===== src/rtl/decode_pipe_pkg.sv =====
// Shared encodings for the decode stage: opcodes, ALU operations and halt FSM states.
// Treat these as the core-wide encoding table; other stages must not keep private copies.
package decode_pipe_pkg;

  localparam int OPCODE_W = 4;

  typedef enum logic [OPCODE_W-1:0] {
    OP_ADD  = 4'h0,
    OP_ADDZ = 4'h1,
    OP_SUB  = 4'h2,
    OP_AND  = 4'h3,
    OP_NOR  = 4'h4,
    OP_SLL  = 4'h5,
    OP_SRL  = 4'h6,
    OP_SRA  = 4'h7,
    OP_LW   = 4'h8,
    OP_SW   = 4'h9,
    OP_LHB  = 4'hA,
    OP_LLB  = 4'hB,
    OP_B    = 4'hC,
    OP_JAL  = 4'hD,
    OP_JR   = 4'hE,
    OP_HLT  = 4'hF
  } opcode_e;

  // ALU_NOP is zero so that a bubble bundle is also a no-op to the ALU.
  typedef enum logic [3:0] {
    ALU_NOP = 4'h0,
    ALU_ADD = 4'h1,
    ALU_SUB = 4'h2,
    ALU_AND = 4'h3,
    ALU_NOR = 4'h4,
    ALU_SLL = 4'h5,
    ALU_SRL = 4'h6,
    ALU_SRA = 4'h7,
    ALU_LHB = 4'h8
  } alu_op_e;

  typedef enum logic [1:0] {
    RUN    = 2'd0,
    DRAIN  = 2'd1,
    HALTED = 2'd2
  } state_e;

endpackage


===== src/rtl/decode_pipe_load_use_detect.sv =====
// Combinational load-use hazard compare between the load sitting in EX and the ID instruction.
module load_use_detect #(
  parameter int REG_AW = 4
) (
  input  logic              i_ex_valid,
  input  logic              i_ex_mem_rd,
  input  logic [REG_AW-1:0] i_ex_wr_reg,
  input  logic              i_id_rd_en1,
  input  logic              i_id_rd_en2,
  input  logic [REG_AW-1:0] i_id_rd_reg1,
  input  logic [REG_AW-1:0] i_id_rd_reg2,
  output logic              o_hazard
);

  logic w_load_in_ex;
  logic w_match1;
  logic w_match2;

  // Register 0 is hard-wired, so a load targeting it never creates a dependency.
  assign w_load_in_ex = i_ex_valid & i_ex_mem_rd & (i_ex_wr_reg != '0);
  assign w_match1     = i_id_rd_en1 & (i_id_rd_reg1 == i_ex_wr_reg);
  assign w_match2     = i_id_rd_en2 & (i_id_rd_reg2 == i_ex_wr_reg);
  assign o_hazard     = w_load_in_ex & (w_match1 | w_match2);

endmodule


===== src/rtl/decode_pipe.sv =====
// Registered ID/EX decode stage with load-use bubbles, flush handling and a halt-drain FSM.
// Define DECODE_ADDZ_EN to decode ADDZ as a Z-conditional ADD; otherwise ADDZ is a valid NOP.
module decode_pipe
  import decode_pipe_pkg::*;
#(
  parameter int INSTR_W   = 16,
  parameter int REG_AW    = 4,
  parameter int DRAIN_CYC = 3
) (
  input  logic               clk,
  input  logic               rst_n,
  input  logic [INSTR_W-1:0] instr,
  input  logic               id_valid,
  input  logic               flush,
  input  logic               z_in,
  output logic               id_stall,
  output logic               ex_valid,
  output logic               ex_rd_en1,
  output logic               ex_rd_en2,
  output logic               ex_wr_en,
  output logic               ex_mem_rd,
  output logic               ex_mem_wr,
  output logic               ex_mem2reg,
  output logic               ex_br,
  output logic               ex_j,
  output logic               ex_alu_src,
  output logic [REG_AW-1:0]  ex_rd_reg1,
  output logic [REG_AW-1:0]  ex_rd_reg2,
  output logic [REG_AW-1:0]  ex_wr_reg,
  output logic [3:0]         ex_alu_op,
  output logic [3:0]         ex_sh_amt,
  output logic               halting,
  output logic               hlt
);

  localparam int CNT_W = (DRAIN_CYC > 1) ? $clog2(DRAIN_CYC) : 1;
  localparam int FA_HI = INSTR_W - OPCODE_W - 1;
  localparam int FB_HI = FA_HI - REG_AW;
  localparam int FC_HI = FB_HI - REG_AW;

  typedef struct packed {
    logic              valid;
    logic              rd_en1;
    logic              rd_en2;
    logic              wr_en;
    logic              mem_rd;
    logic              mem_wr;
    logic              mem2reg;
    logic              br;
    logic              j;
    logic              alu_src;
    logic [REG_AW-1:0] rd_reg1;
    logic [REG_AW-1:0] rd_reg2;
    logic [REG_AW-1:0] wr_reg;
    logic [3:0]        alu_op;
    logic [3:0]        sh_amt;
  } bundle_t;

  opcode_e           w_op;
  logic [REG_AW-1:0] w_fa;
  logic [REG_AW-1:0] w_fb;
  logic [REG_AW-1:0] w_fc;
  bundle_t           w_dec;
  bundle_t           r_ex;
  logic              w_hazard;
  logic              w_accept;
  state_e            r_state;
  state_e            w_state_nxt;
  logic [CNT_W-1:0]  r_cnt;
  logic [CNT_W-1:0]  w_cnt_nxt;

  assign w_op = opcode_e'(instr[INSTR_W-1 -: OPCODE_W]);
  assign w_fa = instr[FA_HI -: REG_AW];
  assign w_fb = instr[FB_HI -: REG_AW];
  assign w_fc = instr[FC_HI -: REG_AW];

  always_comb begin
    w_dec         = '0;
    w_dec.valid   = 1'b1;
    w_dec.rd_en1  = !(w_op inside {OP_HLT, OP_B, OP_JAL});
    w_dec.rd_en2  = w_op inside {OP_ADD, OP_ADDZ, OP_SUB, OP_AND, OP_NOR, OP_SW};
    w_dec.wr_en   = !(w_op inside {OP_HLT, OP_SW, OP_B, OP_JR});
    w_dec.mem_rd  = (w_op == OP_LW);
    w_dec.mem_wr  = (w_op == OP_SW);
    w_dec.mem2reg = (w_op == OP_LW);
    w_dec.br      = (w_op == OP_B);
    w_dec.j       = w_op inside {OP_JAL, OP_JR};
    w_dec.rd_reg1 = (w_op == OP_LHB) ? w_fa : (w_op == OP_LLB) ? '0 : w_fb;
    w_dec.rd_reg2 = (w_op == OP_SW) ? w_fa : (w_op == OP_JR) ? '0 : w_fc;
    w_dec.wr_reg  = (w_op == OP_JAL) ? '1 :
                    (w_op inside {OP_SW, OP_B, OP_JR, OP_HLT}) ? '0 : w_fa;
    w_dec.alu_src = (w_op inside {OP_LLB, OP_SW}) ? 1'b0 :
                    (w_op == OP_JR) ? 1'b1 : w_dec.rd_en2;
    w_dec.sh_amt  = instr[3:0];
    case (w_op)
      OP_ADD, OP_ADDZ, OP_LLB, OP_LW, OP_SW, OP_JR: w_dec.alu_op = ALU_ADD;
      OP_SUB:  w_dec.alu_op = ALU_SUB;
      OP_AND:  w_dec.alu_op = ALU_AND;
      OP_NOR:  w_dec.alu_op = ALU_NOR;
      OP_SLL:  w_dec.alu_op = ALU_SLL;
      OP_SRL:  w_dec.alu_op = ALU_SRL;
      OP_SRA:  w_dec.alu_op = ALU_SRA;
      OP_LHB:  w_dec.alu_op = ALU_LHB;
      default: w_dec.alu_op = ALU_NOP;
    endcase
    // HLT never reaches EX; its only effect is starting the drain.
    if (w_op == OP_HLT) begin
      w_dec = '0;
    end else if (w_op == OP_ADDZ) begin
`ifdef DECODE_ADDZ_EN
      w_dec.wr_en = z_in;
`else
      w_dec       = '0;
      w_dec.valid = 1'b1;
`endif
    end
  end

`ifndef DECODE_ADDZ_EN
  logic w_unused_z;
  assign w_unused_z = z_in;
`endif

  load_use_detect #(
    .REG_AW(REG_AW)
  ) u_load_use_detect (
    .i_ex_valid  (r_ex.valid),
    .i_ex_mem_rd (r_ex.mem_rd),
    .i_ex_wr_reg (r_ex.wr_reg),
    .i_id_rd_en1 (w_dec.rd_en1),
    .i_id_rd_en2 (w_dec.rd_en2),
    .i_id_rd_reg1(w_dec.rd_reg1),
    .i_id_rd_reg2(w_dec.rd_reg2),
    .o_hazard    (w_hazard)
  );

  assign id_stall = w_hazard | (r_state != RUN);
  assign w_accept = id_valid & ~flush & ~id_stall;

  // Flush, stall and an empty ID slot all collapse to loading a bubble.
  always_ff @(posedge clk or negedge rst_n) begin
    if (!rst_n) begin
      r_ex <= '0;
    end else begin
      r_ex <= w_accept ? w_dec : '0;
    end
  end

  always_ff @(posedge clk or negedge rst_n) begin
    if (!rst_n) begin
      r_state <= RUN;
      r_cnt   <= '0;
    end else begin
      r_state <= w_state_nxt;
      r_cnt   <= w_cnt_nxt;
    end
  end

  always_comb begin
    w_state_nxt = r_state;
    w_cnt_nxt   = r_cnt;
    case (r_state)
      RUN: begin
        if (w_accept && (w_op == OP_HLT)) begin
          w_state_nxt = DRAIN;
          w_cnt_nxt   = CNT_W'(DRAIN_CYC - 1);
        end
      end
      DRAIN: begin
        // A flush here means the HLT was fetched down a mispredicted path.
        if (flush) begin
          w_state_nxt = RUN;
          w_cnt_nxt   = '0;
        end else if (r_cnt == '0) begin
          w_state_nxt = HALTED;
        end else begin
          w_cnt_nxt = r_cnt - CNT_W'(1);
        end
      end
      HALTED:  w_state_nxt = HALTED;
      default: w_state_nxt = RUN;
    endcase
  end

  assign halting    = (r_state == DRAIN);
  assign hlt        = (r_state == HALTED);
  assign ex_valid   = r_ex.valid;
  assign ex_rd_en1  = r_ex.rd_en1;
  assign ex_rd_en2  = r_ex.rd_en2;
  assign ex_wr_en   = r_ex.wr_en;
  assign ex_mem_rd  = r_ex.mem_rd;
  assign ex_mem_wr  = r_ex.mem_wr;
  assign ex_mem2reg = r_ex.mem2reg;
  assign ex_br      = r_ex.br;
  assign ex_j       = r_ex.j;
  assign ex_alu_src = r_ex.alu_src;
  assign ex_rd_reg1 = r_ex.rd_reg1;
  assign ex_rd_reg2 = r_ex.rd_reg2;
  assign ex_wr_reg  = r_ex.wr_reg;
  assign ex_alu_op  = r_ex.alu_op;
  assign ex_sh_amt  = r_ex.sh_amt;

endmodule


===== config.mk =====
export PLATFORM = sky130hd
export DESIGN_NAME = decode_pipe
export DESIGN_NICKNAME = d
export VERILOG_FILES = /design/src/rtl/decode_pipe_pkg.sv /design/src/rtl/decode_pipe_load_use_detect.sv /design/src/rtl/decode_pipe.sv
export SDC_FILE = /design/constraint.sdc
export NUM_CORES = 1
export LEC_CHECK = 0
export ABC_AREA = 1
export BUFFER_PORTS_ARGS = -buffer_cell sky130_fd_sc_hd__buf_2
export CAP_MARGIN = 30
export CELL_PAD_IN_SITES_DETAIL_PLACEMENT = 0
export CELL_PAD_IN_SITES_GLOBAL_PLACEMENT = 1
export CORE_UTILIZATION = 36
export CTS_BUF_LIST = sky130_fd_sc_hd__clkbuf_16
export CTS_CLUSTER_DIAMETER = 40
export DETAILED_ROUTE_END_ITERATION = 16
export GPL_ROUTABILITY_DRIVEN = 0
export PLACE_DENSITY_LB_ADDON = 0.12
export SYNTH_ARGS = -nofsm -noshare
export SYNTH_HDL_FRONTEND = slang
export SYNTH_SLANG_ARGS = --single-unit

===== constraint.sdc =====
create_clock -name clk -period 1.7 [get_ports clk]
set_input_delay 0.17 -clock clk [delete_from_list [all_inputs] [get_ports clk]]
set_output_delay 0.17 -clock clk [all_outputs]
set_load 0.005 [all_outputs]

==> results.cfg, run 1 <==
[sta]
setup_viol = 0
final-hold-violation-count = 0
max_freq_mhz = 614.3
fin_tns_setup_ns = 0
finalClockSkew_ns = 0.005648
min_period_ns = 1.628
worst_pin_slew_ns = 0.7173
fin_ws_ns = 0.07213
fin_crit_sh = 0.9576
slew_viol_final = 0
rsz0062_at_grt = yes
relSlewSlack = 0.5218

[grt]
grt_pass1_wl_mm = 7.334
gr-total-overflow = 0
grt_max_degree = 34
grt_pass1_vias = 1531
grt.total_usage = 0.1952
grt_antenna_before_repair = 0

[worst_setup_path]
crit_chain = buf_12, inv_8, nand2_4, nor2_4, nor2_4, buf_12, nand2_4, nand2_2, nand2_2, nor2_1, nand3_1, nand2_1, nand2_2, nand2_1, buf_2
crit_start = instr[14]
cpMostUsedCell = nand2_2
max_stage_delay_ns = 0.17
cp-end-kind = output port
critPathMaxFanout = 8
worstPathArrival_ns = 1.46
cp.required_ns = 1.53
reg2reg_from = ex_wr_reg[0]$_DFF_PN0_
crit_slowest_cell = nor2_4
r2r_cells = 11
critical_path_class = input port to output port
worst_setup_path_start_kind = input port

[clocking]
clock_sinks = 33
clockRootBuffer = clkbuf_16
clock_path_buffers = 2
cts_tree = built
clock_latency_ns = 0.27
path_clk_slew_ns = 0.05
cts_buffers = 5
htree_num_levels = 2

[routing]
drc = 0
wl_per_cell_um = 12.53
wl_met1_mm = 2.141
vias = 1680
drt-pass1-iter-count = 4
drt-initial-drc-count = 92
drt_wl_total_mm = 4.574
topRoutingLayerUsed = met4
vias_per_cell = 4.603
dr_wl_met2_mm = 2.173
route.met3.wl_um = 209
antenna_left = 0

[floorplan]
ios = 54
design.core.area_mm2 = 0.004414
rows = 24
fp.dieH_um = 70.22
initial_core_util = 0.3795
dieArea_mm2 = 0.004931
die_w_um = 70.22

[power]
peakVddDrop_uv = 360.7
power.internal_mw = 1.637
seq_power_share = 0.384
swShare = 0.2814
clockPowerShare = 0.367
switchingPower_mw = 0.6413
p_per_area_mw_per_mm2 = 847.1
combPwrFrac = 0.249
p_leak_nw = 1.502
total_power_mw = 2.279

[place]
portBuffers = 52
dp.cells = 350
dpl.hpwl_mm = 3.494
place_area_mm2 = 0.002245
pre_cts_slack_ns = -0.3229

[run]
drv_cap = 0

[synth]
synth.cell_area_mm2 = 0.001675
synthAdderAreaFrac = 0.007468
ys_types = 23
seq_area_frac_synth = 0.4929
synth_warnings = 0
synth-simple-area-share = 0.3712
synth_compound_area_frac = 0.05825
synth_top_family_by_area = simple AND/OR/NAND/NOR gates
synthXorXnorAreaFrac = 0
postSynthCellCount = 215
avgSynthCellArea_um2 = 7.792
syn_nets = 237
muxShareOfSynthArea = 0
synth_seq_cells = 33

[final_layout]
antennaDiodeCount = 0
fin_nets = 334
postLayoutCellArea_mm2 = 0.002690
synthToLayoutAreaGrowth_pct = 60.57
drive_above_1_share = 0.4537
fill_cells = 419
finalNonFillerCells = 365

[worst_hold_path]
hold_class = input port to flop
min_path_cells = 3
min_from = instr[2]

[run_status]
status = finished, final reports clean
[worst paths after layout]
path                                                end  slack (ns)
worst min-delay path             ex_sh_amt[2]$_DFF_PN0_        0.14
min in group asynchronous       ex_rd_reg2[0]$_DFF_PN0_        0.49
max in group asynchronous        ex_wr_reg[0]$_DFF_PN0_        0.72
worst max-delay path                           id_stall        0.07
worst min register to register     r_cnt[1]$_DFFE_PN0P_        0.47
worst max register to register     r_cnt[1]$_DFFE_PN0P_        0.14
[worst max-delay path: cells and delay by family]
| family | cells | cell delay, ns |
|---|---|---|
| simple gates | 11 | 0.88 |
| buf+inv | 4 | 0.40 |
[layout by cell type (no fill, tap or decap), types with 2 or more instances in the layout]
| cell type | netlist | routed |
|---|---|---|
| inv_6 | 0 | 2 |
| nand4_1 | 5 | 5 |
| nand2_2 | 3 | 13 |
| inv_1 | 20 | 17 |
| buf_6 | 1 | 4 |
| buf_4 | 3 | 36 |
| nand3_4 | 0 | 2 |
| nor2_4 | 4 | 7 |
| clkbuf_16 | 0 | 6 |
| a31oi_1 | 2 | 2 |
| nand2_4 | 0 | 6 |
| nand2_1 | 64 | 47 |
| a21oi_1 | 8 | 8 |
| buf_12 | 0 | 4 |
| buf_2 | 1 | 48 |
| nand3_2 | 1 | 4 |
| dfrtp_1 | 33 | 32 |
| o21ai_0 | 6 | 5 |
| nor3_1 | 2 | 2 |
| clkinv_1 | 0 | 2 |
| nor2_1 | 32 | 31 |
| nor3_2 | 2 | 2 |
| nand3_1 | 20 | 15 |
[stage by stage]
step | utilization | hold slack (ns)
floorplan | - | -0.1256
global placement | 0.5085 | 0.2612
detailed placement | 0.5085 | 0.2697
CTS | 0.5533 | 0.1331
global route | 0.6094 | 0.1472
finish | 0.6094 | 0.1351
[cells by family after synthesis]
family	count (synthesis)
buffers and inverters	26
flip-flops	33
adder cells (fa/ha/maj)	1
AND/OR/NAND/NOR	137
AO/OA/AOI/OAI	18
[power by group through the flow]
stage / registers (mW) / logic, mW / clock network, mW
finish: 0.875 / 0.568 / 0.836
global route: 0.881 / 0.639 / 0.914
CTS: 0.874 / 0.510 / 0.853
detailed placement: 0.887 / 0.495 / 0
global placement: 0.887 / 0.494 / 0
floorplan: 0.890 / 0.249 / 0
[per-layer routing]
metal | track usage | vias to the layer above
li1 | - | 880
met1 | 0.2848 | 748
met2 | 0.2899 | 46
met3 | 0.03896 | 6
met4 | 0.06000 | 0
met5 | 0 | -
[what timing repair did]
item / 4_1_cts / 5_1_grt
cloned: 0 / 1
endpoints found under the setup margin: 22 / 29
hold endpoints to repair: 33 / 0
resized for setup: 9 / 59
buffers inserted: 2 / 3
pin swaps: 2 / 17
hold buffers: 1 / 0
[Yosys cell counts (all sizes together)]
| library cell | number | area [um2] |
|---|---|---|
| a21oi | 8 | 40.04 |
| a31o | 1 | 8.760 |
| a31oi | 2 | 12.51 |
| buf | 5 | 38.78 |
| dfrtp | 33 | 825.8 |
| ha | 1 | 12.51 |
| inv | 21 | 78.82 |
| nand2 | 67 | 259.0 |
| nand3 | 21 | 110.1 |
| nand3b | 1 | 7.510 |
| nand4 | 5 | 31.28 |
| nor2 | 39 | 183.9 |
| nor3 | 4 | 30.03 |
| o21ai | 6 | 30.03 |
| o22ai | 1 | 6.260 |
[area by class of cell]
class	instances	area [um2]	area share
clock inverters	3	12.51	0.004651
clock buffers	5	125.1	0.04651
repair buffers	95	685.7	0.2549
multi-input cells	156	875.8	0.3256
flip-flops and latches	33	827.0	0.3074
well taps	52	65.06	0.02419
inverters	21	98.84	0.03674
Power figures use the tool's default switching activity.
==> run 2, diff against run 1 <==
--- a/config.mk
+++ b/config.mk
@@ -6,7 +6,7 @@
 export NUM_CORES = 1
 export LEC_CHECK = 0
 export ABC_AREA = 1
-export BUFFER_PORTS_ARGS = -buffer_cell sky130_fd_sc_hd__buf_2
+export BUFFER_PORTS_ARGS = -buffer_cell sky130_fd_sc_hd__buf_4
 export CAP_MARGIN = 30
 export CELL_PAD_IN_SITES_DETAIL_PLACEMENT = 0
 export CELL_PAD_IN_SITES_GLOBAL_PLACEMENT = 1
==> results.cfg, run 2 (synthesis gave the netlist of run 1 again) <==
[power]
total_power_mw = 2.345
power.internal_mw = 1.688
peakVddDrop_uv = 483.4
clockPowerShare = 0.358
combPwrFrac = 0.268
p_per_area_mw_per_mm2 = 824.1
p_leak_nw = 1.515
swShare = 0.2802
seq_power_share = 0.374
switchingPower_mw = 0.6569

[place]
portBuffers = 52
place_area_mm2 = 0.002360
dp.cells = 348
pre_cts_slack_ns = -0.3090
dpl.hpwl_mm = 3.410

[floorplan]
design.core.area_mm2 = 0.004414
ios = 54
fp.dieH_um = 70.22
dieArea_mm2 = 0.004931
rows = 24
die_w_um = 70.22
initial_core_util = 0.3795

[worst_setup_path]
r2r-end = ex_rd_reg1[1]$_DFF_PN0_
crit_chain = buf_12, inv_4, nand2_4, nor2_4, nor2_4, buf_12, nand2_4, nand2_2, nand2_2, nor2_2, nand3_1, nand2_1, nand2_2, nand2_2, buf_6
cp-end-kind = output port
r2r_cells = 10
cp.required_ns = 1.53
rrSetupSlack_ns = 0.14
reg2reg_from = ex_wr_reg[0]$_DFF_PN0_
crit_slowest_cell = nor2_4
worstPathArrival_ns = 1.47
critPathBufInv = 4
critPathMaxFanout = 8
path_delay_family = simple AND/OR/NAND/NOR gates
worst_setup_path_start_kind = input port
cpMostUsedCell = nand2_2
max_stage_delay_ns = 0.18
critical_path_class = input port to output port

[worst_hold_path]
min_to = ex_alu_op[1]$_DFF_PN0_
min_path_cells = 2
min_from = instr[15]
hold_class = input port to flop

[grt]
gr-total-overflow = 0
grt.total_usage = 0.1881
grt_pass1_wl_mm = 7.272
grt_pass1_vias = 1564
grt_max_degree = 34
grt_antenna_before_repair = 0

[final_layout]
synthToLayoutAreaGrowth_pct = 69.83
postLayoutCellArea_mm2 = 0.002845
mostFrequentLayoutCell = buf_4
fin_nets = 335
postLayoutCoreUtil = 0.6446
final_cell_mix = 85 x buf_4, 43 x nand2_1, 32 x dfrtp_1
antennaDiodeCount = 0
fill_cells = 410
finalNonFillerCells = 366
drive_above_1_share = 0.4745

[sta]
slew_viol_final = 0
final-hold-violation-count = 0
min_period_ns = 1.642
max_freq_mhz = 609.1
rsz0062_at_grt = yes
whs_ns = 0.08565
finalClockSkew_ns = 0.006624
fin_ws_ns = 0.05831
relSlewSlack = 0.7264
fin_crit_sh = 0.9657
setup_viol = 0
worst_pin_slew_ns = 0.4104
fin_tns_setup_ns = 0

[clocking]
clock_latency_ns = 0.27
cts_tree = built
cts_buffers = 5
path_clk_slew_ns = 0.05
clockRootBuffer = clkbuf_16
clock_path_buffers = 2
clock_sinks = 33
htree_num_levels = 2

[routing]
drc = 0
antenna_left = 0
vias = 1747
drt-pass1-iter-count = 4
wl_per_cell_um = 12.72
drt-initial-drc-count = 81
vias_per_cell = 4.773
drt_wl_total_mm = 4.656

[run]
drv_cap = 0

[run_status]
status = finished, final reports clean
==> run 2: layer usage <==
metal	global-route usage	vias up	part of all wire
li1	-	883	-
met1	0.2507	814	0.46
met2	0.3122	43	0.49
met3	0.02886	7	0.036
met4	0.06000	0	0.012
met5	0	-	0
==> run 2: final cells by class <==
type	instances	area [um2]	area share
multi-input combinational	156	900.9	0.3166
sequential	33	827.0	0.2907
timing repair buffer	96	818.3	0.2876
clock buffer	5	125.1	0.04398
inverter	21	96.34	0.03386
tap	52	65.06	0.02287
clock inverter	3	12.51	0.004398
==> run 2: worst reg2reg max path, cell delays in order, from the launching register on <==
cell and delay, ns:
dfrtp_2 0.45, nand3b_1 0.18, nand2_2 0.09, nor2_2 0.04
nand3_1 0.07, nand2_1 0.06, nand2_2 0.11, nand3_4 0.12
nor2_4 0.13, nand2_2 0.09, a21oi_1 0.13
==> run 2: worst max-delay path by stage <==
stage / cells past startpoint / slack (ns) / from / endpoint
final: 15 / 0.06 / instr[15] / id_stall
after global routing: 15 / -0.03 / instr[15] / id_stall
after CTS: 15 / 0.002 / instr[15] / id_stall
after detailed placement: 16 / -0.31 / instr[14] / ex_wr_reg[3]$_DFF_PN0_
after global placement: 16 / -0.28 / instr[14] / ex_wr_reg[3]$_DFF_PN0_
after floorplan: 14 / 0.004 / instr[15] / ex_rd_en2$_DFF_PN0_
==> run 2: power by group through the flow <==
stage / clock, mW / sequential [mW] / combinational, mW
after CTS: 0.849 / 0.876 / 0.545
after global placement: 0 / 0.889 / 0.529
final: 0.840 / 0.877 / 0.628
after detailed placement: 0 / 0.890 / 0.529
after global routing: 0.892 / 0.884 / 0.700
after floorplan: 0 / 0.890 / 0.249
==> run 2: timing repair <==
| action | in CTS | in global routing |
|---|---|---|
| cloned | 0 | 1 |
| buffers inserted | 3 | 5 |
| endpoints found under the hold margin | 33 | 0 |
| pin swaps | 3 | 20 |
| hold buffers | 1 | 0 |
| resized for setup | 6 | 62 |
| setup endpoints to repair | 18 | 29 |
